===== src/rtl/graph_arbiter.sv =====
// Two-requester scheduler in front of a shared combinational bit-graph datapath.
// Optional grant counters are compiled in with GRAPH_ARB_STATS_EN.
module graph_arbiter #(
  parameter int EVAL_CYCLES = 1,
  parameter bit RR_EN       = 1'b1
) (
  input  logic        clk,
  input  logic        rst,
  input  logic        req0_valid,
  input  logic [3:0]  req0_a,
  input  logic [3:0]  req0_b,
  output logic        req0_ready,
  input  logic        req1_valid,
  input  logic [3:0]  req1_a,
  input  logic [3:0]  req1_b,
  output logic        req1_ready,
  output logic        rsp_valid,
  input  logic        rsp_ready,
  output logic        rsp_id,
  output logic [3:0]  rsp_x,
  output logic [9:0]  rsp_y,
  output logic [7:0]  rsp_z,
`ifdef GRAPH_ARB_STATS_EN
  output logic [15:0] gnt0_count,
  output logic [15:0] gnt1_count,
`endif
  output logic        busy
);

  typedef enum logic [1:0] {IDLE, GRANT, EVAL, RESP} state_t;

  localparam logic [3:0] LAST_CNT = 4'(EVAL_CYCLES - 1);

  state_t     state, state_nxt;
  logic       win_q, win_nxt;
  logic       last_q;
  logic       id_q;
  logic [3:0] a_q, b_q;
  logic [3:0] cnt;
  logic [3:0] dp_x;
  logic [9:0] dp_y;
  logic [7:0] dp_z;
  logic       t0, t1, t2, t3;

  // shared datapath on the registered operands
  always_comb begin
    t0   = a_q[0] & b_q[3];
    t1   = 1'b0;
    t2   = a_q[2];
    t3   = a_q[2] ^ b_q[3];
    dp_x = (a_q == 4'hF) ? b_q : 4'h0;
    dp_y = {3'b111, a_q, t2, t1, t0};
    dp_z = {1'b0, b_q[2:0], a_q[2:1], t3, 1'b0};
  end

  always_comb begin
    state_nxt = state;
    win_nxt   = win_q;
    case (state)
      IDLE: if (req0_valid || req1_valid) begin
        state_nxt = GRANT;
        if (req0_valid && req1_valid) win_nxt = RR_EN ? ~last_q : 1'b0;
        else                          win_nxt = req1_valid;
      end
      GRANT:   state_nxt = EVAL;
      EVAL:    if (cnt == LAST_CNT) state_nxt = RESP;
      RESP:    if (rsp_ready) state_nxt = IDLE;
      default: state_nxt = IDLE;
    endcase
  end

  assign req0_ready = (state == GRANT) && !win_q;
  assign req1_ready = (state == GRANT) &&  win_q;
  assign rsp_valid  = (state == RESP);
  assign busy       = (state != IDLE);

  // last_q holds the last-granted requester; resetting it to 1 hands the first tie to requester 0
  always_ff @(posedge clk or posedge rst) begin
    if (rst) begin
      state  <= IDLE;
      win_q  <= 1'b0;
      last_q <= 1'b1;
      id_q   <= 1'b0;
      a_q    <= '0;
      b_q    <= '0;
      cnt    <= '0;
      rsp_id <= 1'b0;
      rsp_x  <= '0;
      rsp_y  <= '0;
      rsp_z  <= '0;
    end else begin
      state <= state_nxt;
      win_q <= win_nxt;
      case (state)
        GRANT: begin
          a_q    <= win_q ? req1_a : req0_a;
          b_q    <= win_q ? req1_b : req0_b;
          id_q   <= win_q;
          last_q <= win_q;
        end
        EVAL: begin
          if (cnt == LAST_CNT) begin
            cnt    <= '0;
            rsp_id <= id_q;
            rsp_x  <= dp_x;
            rsp_y  <= dp_y;
            rsp_z  <= dp_z;
          end else begin
            cnt <= cnt + 4'd1;
          end
        end
        default: ;
      endcase
    end
  end

`ifdef GRAPH_ARB_STATS_EN
  always_ff @(posedge clk or posedge rst) begin
    if (rst) begin
      gnt0_count <= '0;
      gnt1_count <= '0;
    end else begin
      if (req0_ready) gnt0_count <= gnt0_count + 16'd1;
      if (req1_ready) gnt1_count <= gnt1_count + 16'd1;
    end
  end
`endif

endmodule

===== config.mk =====
export PLATFORM = sky130hd
export DESIGN_NAME = graph_arbiter
export DESIGN_NICKNAME = d
export VERILOG_FILES = /design/src/rtl/graph_arbiter.sv
export SDC_FILE = /design/constraint.sdc
export NUM_CORES = 1
export LEC_CHECK = 0
export ABC_CLOCK_PERIOD_IN_PS = 2400
export BUFFER_PORTS_ARGS = -buffer_cell sky130_fd_sc_hd__buf_4
export CAP_MARGIN = 25
export CORE_AREA = 2 2 64 66
export CTS_CLUSTER_DIAMETER = 40
export DETAILED_ROUTE_END_ITERATION = 6
export DIE_AREA = 0 0 66 68
export MAX_ROUTING_LAYER = met4
export PLACE_DENSITY_LB_ADDON = 0.25
export SYNTH_ARGS = -nofsm -noshare
export SYNTH_HDL_FRONTEND = slang
export SYNTH_SLANG_ARGS = --single-unit

===== constraint.sdc =====
create_clock -name clk -period 2.4 [get_ports clk]
set_input_delay 0.12 -clock clk [delete_from_list [all_inputs] [get_ports clk]]
set_output_delay 0.12 -clock clk [all_outputs]
set_load 0.005 [all_outputs]

# After elaboration in Yosys (flattened, before gate mapping)
# Index checks and enable logic that the tools add are counted.
[classes]
addsub = 1
eq_ne = 7
n_mux = 9
bitwise_logic = 3
reduce_logical = 11
[op_table]
columns = ["cell", "count"]
rows = [
  ["4-bit 2-to-1 mux", 4],
  ["2-bit case mux with 4 select lines", 1],
  ["2-bit 2-to-1 mux", 3],
  ["4-bit by 1-bit adder with 4-bit output (second input constant)", 1],
  ["2-bit equality test (second input constant)", 2],
  ["4-bit equality test (second input constant)", 1],
  ["4-bit zero test", 1],
  ["2-bit != test (second input constant)", 2],
  ["2-bit AND reduction", 2],
  ["1-bit logical AND", 3],
  ["3-bit AND reduction", 1],
  ["2-bit by 1-bit equality test with 1-bit output (second input constant)", 1],
  ["2-bit zero test", 1],
  ["2-bit by 1-bit != test with 1-bit output (second input constant)", 1],
  ["2-bit nonzero test", 1],
  ["1-bit bitwise AND", 1],
  ["1-bit zero test", 1],
  ["1-bit logical OR", 1],
  ["1-bit 2-to-1 mux", 1],
  ["1-bit NOT", 1],
  ["1-bit XOR", 1],
]
[word_totals]
register_bits = 35
inputBits = 21
out_inout_bits = 27
elab_cells = 42

# Logic depth before layout (Yosys ltp)
# Gate-level depths: netlist of run 1.
[logic_depth]
depth_word = 3
ltp_mapped = 7
mapped_depth_nobuf = 5

# Least setup slack after synthesis of run 1
# No wires, ideal clock.
[synth_timing]
path_kind = "flip-flop to flip-flop"
from = "register cnt[0]"
to = "register state[1]"
setup_ns = 0.128
arrival_ns = 1.605
required_time_ns = 2.272
slack_ns = 0.667
path_stages_with_launch = 6
n_path_buf = 0
synth_period_minus_slack_ns = 1.733
cell_sequence = "dfrtp_1 -> inv_1 -> ha_1 -> or3b_1 -> a221oi_2 -> mux2_1"
[synth_via]
elab_chain_len = 3
[synth_lines]
columns = ["element", "line_no", "source"]
rows = [
  ["from (decl)", "39", "logic [3:0] cnt;"],
  ["from (signal assigned)", "109", "cnt <= cnt + 4'd1;"],
  ["4-bit zero test", "66", "EVAL: if (cnt == LAST_CNT) state_nxt = RESP;"],
  ["2-bit != test (no line)", "--", ""],
  ["3-bit AND reduction (no line)", "--", ""],
  ["to (signal assigned)", "92", "state <= state_nxt;"],
  ["to (decl)", "34", "state_t state, state_nxt;"],
]
# Every way passes these cells.
# A chain may end at the register's enable or synchronous reset.

# Worst setup path after layout of run 1
[layout_timing]
from = "register state[1]"
to = "output req1_ready"
[layout_via]
elab_chain_len = 2
[layout_lines]
columns = ["element", "line_no", "source"]
rows = [
  ["2-bit by 1-bit equality test with 1-bit output", "73", "assign req1_ready = (state == GRANT) && win_q;"],
  ["1-bit logical AND", "73", ""],
  ["to (decl)", "16", "output logic req1_ready,"],
]
# Every way passes these cells.

==> results of run 1 <==
-- power by group through the flow --
| stage | clock [mW] | sequential, mW | combinational, mW |
|---|---|---|---|
| floorplan | 0 | 0.885 | 0.600 |
| global placement | 0 | 0.941 | 0.856 |
| detailed placement | 0 | 0.955 | 0.887 |
| CTS | 0.429 | 0.945 | 0.891 |
| global route | 0.454 | 0.968 | 0.974 |
| finish | 0.417 | 0.939 | 0.872 |
-- metal layers --
layer / global-route usage, % / part of all wire (%) / up-vias
li1: - / - / 514
met3: 2.96 / 4.4 / 6
met1: 14.9 / 39 / 522
met4: 5.36 / 1.6 / 0
met5: - / 0 / -
met2: 24.0 / 55 / 31
-- layout make-up --
cell class                 count  area (um2)
clock buffer                   6        82.6
clock inverter                 2        10.0
fill                         368        1950
inverter                       9        33.8
multi-input combinational     79         562
sequential                    32         802
tap                           50        62.6
timing repair buffer          47         355
-- worst min path at each step --
stage / slack [ns] / endpoint / from
finish: 0.11 / win_q / req1_valid
global route: 0.11 / win_q / req1_valid
CTS: 0.10 / win_q / req1_valid
detailed placement: 0.24 / id_q / rst
global placement: 0.23 / id_q / rst
floorplan: 0.24 / a_q[0] / rst
-- stage by stage --
stage | setup WS [ns] | instance area (um2) | util [%]
CTS | 0.510 | 1910 | 49.5
global placement | 0.628 | 1810 | 46.8
global route | 0.395 | 1910 | 49.5
detailed placement | 0.558 | 1810 | 46.8
floorplan | 0.667 | 1480 | -
finish | 0.547 | 1910 | 49.5
-- critical path: cells and delay by family (launching register included) --
kind	cells	cell delay [ns]
DFF	1	0.41
and+or+nand+nor	1	0.17
buffers and inverters	3	0.29
adders and majority gates	1	0.57
-- cell usage in the layout (no fill, tap or decap), types with 3 or more instances in the layout --
cell       n
buf_4     46
dfrtp_1   31
nor2_1    11
a21oi_1   10
inv_1      9
mux2i_1    8
nand2_1    8
o21ai_0    7
mux2_2     6
ha_1       6
clkbuf_8   6
a22o_1     4
xnor2_1    3
conb_1     3
-- flip-flops by register name, indices dropped and copies added (netlist names) --
name and flops:
rsp_z 6, state 2, rsp_y 4, rsp_id 1, win_q 1, last_q 1, a_q 4, id_q 1
cnt 4, rsp_x 4, b_q 4
-- timing repair --
item,in CTS,in global routing
endpoints found under the setup margin,0,0
endpoints found under the hold margin,31,0
hold buffers,1,0
-- logic make-up (layout without fill, tap and decap cells) --
group	Yosys count	in the layout	share of synthesized area, %
DFF	32	32	54.3
other	1	3	0.254
AOI/OAI and AO/OA	23	23	9.83
adders and majority gates	6	6	5.08
buffers and inverters	23	64	8.14
muxes	16	16	11.5
xor gates and xnor gates	3	3	1.78
and+or+nand+nor	28	28	9.07
==> out/summary.txt, run 1 <==
Final Wtd Congestion: 0.718
Total power: 2.23 mW
Gr ovfl total: 0
Reg2reg end: state[1]
Max cap viols: 0
Crit-path cells: inv_1 -> ha_1 -> nand2_1 -> inv_1 -> buf_4
Yosys warns: 0
Clock power share: 18.7%
Post-synth ARST share: 100%
Core area: 0.00386 mm2
Minimum clock period: 1.85 ns
Sequential Power Share: 42.2%
R2r setup slk: 0.56 ns
Routed length per placed instance: 12.8 um
FF-to-FF Start: cnt[0]
Top cells by count, synth: dfrtp_1, nor2_1, a21oi_1
First-pass GRT wire length: 4.44 mm
WS Path Type: reg -> out
Antenna violations before repair: 0
Worst setup SP type: register
CP Capture Point: req1_ready
Clock tree buffer depth: 2
Root buf cell: clkbuf_8
Gate Count Post-Synth: 132
Die height: 68 um
Initial core utilization: 38.3%
Worst-path clk slew: 0.06 ns
Power Dens Cells: 1170 mW/mm2
Worst Reg-to-Reg Cells: 5
Cell Area, Synth: 0.00148 mm2
Fin. Hold Viols: 0
Buffers on Ports: 44
Crit-path max cell delay: 0.57 ns
Clock Latency Late Sink: 0.28 ns
Final Cycle Share: 77.2%
RSZ-0062 raised after global routing: false
Vias: 1073
EDFF count, synth: 0
Via density: 4.77
Synth top area cells: dfrtp_1, mux2i_1, ha_1
Combinational Power Share: 39.1%
Switching portion of total power: 34.0%
Most numerous cell in the Yosys netlist: dfrtp_1
Worst EP required: 2.28 ns
Number of diodes: 0
Internal: 1.47 mW
Least-Margin Pin Slew: 0.648 ns
Status: complete, no violations
Final setup fails: 0
Seq cells post-synth: 32
WHS Path Cells: 3
Post-Layout Cell Count: 225
Post-DRT Antenna Nets: 0
CTS sink count: 32
CTS tree: done
Num CTS Buffers: 5
Placed wire-length estimate: 2.15 mm
Leakage: 0.940 nW
Site Rows: 23
Slew margin rel.: 56.8%
Hold_ws: 0.107 ns
DRT Pass-1 Iters: 4
Top Ports: 48
Final Max Slew Viols: 0
Mean Syn Cell Area: 11.2 um2
Chip width: 66 um
Slowest cell on the critical path: ha_1
CP endpoint kind: output port
Peak supply drop: 0.505 mV
Share of post-route cells with drive strength above 1: 35.4%
# nets final: 201
Max FO, Critical Path: 20
Clock Skew: 0.00636 ns
GRT Total Usage: 13.5%
Largest net degree at the start of global routing: 33
Vias in the first global route: 1016
CP arrival: 1.73 ns
H-tree depth: 2
DRC violations left: 0
Most used flip-flop cell after synthesis: dfrtp_1
Area grow syn2layout: 29.2%
P_sw: 0.758 mW
Placed cell count: 216
Worst setup startpoint: state[1]
Highest Clock Rate: 540 MHz
Sum Neg Setup Slack: 0 ns
Initial DRC Count: 32
Most used cell along the critical path: inv_1
Synth top area share: 52.5%
Detailed Route WL: 2.88 mm
Post-CTS setup buffer count: 0
Die ar.: 0.00449 mm2
Worst hold path class: in -> reg
Yosys top cell by area: dfrtp_1
Post-CTS Resized: 0
Synth unique cells: 26
Seq/Total Area, Yosys: 54.3%
(Power assumes the default switching activity.)
==> run 2: changes to the inputs <==
Settings changed: ABC_CLOCK_PERIOD_IN_PS 2400 to 1800.
Clock period 2.4 ns to 1.8 ns, I/O delays scaled along.
==> run 2 against run 1 <==
Compared with the run above: core utilization grew 2.9 points; clock power grew 57%; combinational power grew 46%; total power grew 42%; via count grew 1.3%; register-to-register slack lost 0.53 ns; critical path type is now reg -> reg; largest power group is now combinational cells.
==> out/summary.txt, run 2 (synthesis results as in run 1) <==
Status: complete, no violations
Placed wire-length estimate: 2.10 mm
Routed length per placed instance: 12.9 um
Leakage: 0.993 nW
Top Ports: 48
Metal2 WL: 1.61 mm
Peak supply drop: 0.699 mV
M1 wire length: 1.26 mm
Worst setup SP type: register
Fillers: 359
Final setup margin: 0.0296 ns
Root buf cell: clkbuf_8
Crit-path cells: inv_2 -> ha_4 -> or3b_4 -> a221oi_4 -> mux2_4
Slew margin rel.: 61.3%
First-pass GRT wire length: 4.64 mm
DRT Pass-1 Iters: 4
Final Cycle Share: 98.4%
H-tree depth: 2
Most flop-heavy register: rsp_z
DRC violations left: 0
Hold_ws: 0.0971 ns
Fin. Hold Viols: 0
Sum Neg Setup Slack: 0 ns
Worst-path clk slew: 0.06 ns
Share of post-route cells with drive strength above 1: 40.8%
Num CTS Buffers: 5
Buffers on Ports: 44
Max FFs per register: 6
Area post-placement: 0.00184 mm2
Initial core utilization: 38.3%
Detailed Route WL: 3.03 mm
CP endpoint kind: register
Die height: 68 um
Worst EP required: 1.96 ns
Core area: 0.00386 mm2
Internal: 2.14 mW
Final setup fails: 0
Slowest cell on the critical path: dfrtp_1
Number of diodes: 0
Power Dens Cells: 1570 mW/mm2
CP arrival: 1.93 ns
Via density: 4.65
Switching portion of total power: 32.6%
Vias in the first global route: 984
CTS tree: done
Max FO, Critical Path: 3
Antenna violations before repair: 0
Crit-path max cell delay: 0.39 ns
Chip width: 66 um
Largest delay share family, worst path: flip-flops
Largest net degree at the start of global routing: 33
Die ar.: 0.00449 mm2
Finished Cell Area: 0.00202 mm2
Most common cell after layout, fill and taps aside: buf_4
Least-Margin Pin Slew: 0.580 ns
Final Core Density: 52.4%
Initial DRC Count: 24
Vias: 1087
# nets final: 210
Site Rows: 23
Worst hold path class: in -> reg
Minimum clock period: 1.77 ns
P_sw: 1.03 mW
Clock tree buffer depth: 2
DR WL met3: 126 um
Sequential Power Share: 39.4%
Final Wtd Congestion: 0.706
CTS sink count: 32
GRT Total Usage: 14.2%
Most frequent cells in the layout: buf_4, dfrtp_1, nor2_1
Final Max Slew Viols: 0
Max cap viols: 0
Post-DRT Antenna Nets: 0
Clock power share: 20.6%
Clock Skew: 0.00532 ns
Buf/Inv on CP: 1
Top routing layer in use: met4
DP Worst Slack: -0.00773 ns
Highest Clock Rate: 565 MHz
Combinational Power Share: 40.1%
Clock Latency Late Sink: 0.27 ns
Gr ovfl total: 0
Area grow syn2layout: 36.9%
WS Path Type: reg -> reg
==> run 2: worst paths after layout <==
check                           start        to  slack [ns]  depth (start not counted)
min in group asynchronous         rst      id_q        0.46                          4
max reg2reg                    cnt[0]  state[1]        0.03                          5
max                            cnt[0]  state[1]        0.03                          5
min                        req1_valid     win_q         0.1                          3
max in group asynchronous         rst    last_q        1.03                          4
min reg2reg                    rsp_id    rsp_id        0.48                          2
==> run 2: worst min-delay path: stages <==
cell     delay [ns]
buf_4          0.09
a21oi_1        0.06
nor2_1         0.09
==> run 2: power by group through the flow <==
| stage | sequential [mW] | clock [mW] | combinational, mW |
|---|---|---|---|
| 2_1_floorplan | 1.18 | 0 | 0.800 |
| 3_3_place_gp | 1.25 | 0 | 1.19 |
| 3_5_place_dp | 1.27 | 0 | 1.23 |
| 4_1_cts | 1.26 | 0.674 | 1.23 |
| 5_1_grt | 1.29 | 0.707 | 1.41 |
| 6_report | 1.25 | 0.653 | 1.27 |
==> run 2: metrics by stage <==
step	total power, mW	std cells
2_1_floorplan	1.98	134
3_3_place_gp	2.44	220
3_5_place_dp	2.50	220
4_1_cts	3.16	229
5_1_grt	3.41	234
6_report	3.17	234
==> run 2: final cells by class <==
| class | count | area (um2) | share of cell area, % |
|---|---|---|---|
| Multi-Input combinational cell | 79 | 592 | 29.3 |
| Clock inverter | 2 | 35.0 | 1.73 |
| Inverter | 9 | 33.8 | 1.67 |
| Timing Repair Buffer | 56 | 423 | 20.9 |
| Clock buffer | 6 | 72.6 | 3.59 |
| Sequential cell | 32 | 802 | 39.7 |
| Tap cell | 50 | 62.6 | 3.10 |
==> run 2: repair_timing <==
item	CTS	global route
resized for setup	0	7
setup buffers	0	5
pin swaps	1	2
setup endpoints to repair	1	1
endpoints found under the hold margin	31	0
hold buffers	1	0
==> run 2: routing by layer <==
metal,global-route usage (%),vias to the layer above
li1,-,535
met1,17.8,519
met2,23.0,29
met3,2.96,4
met4,5.36,0
met5,-,-
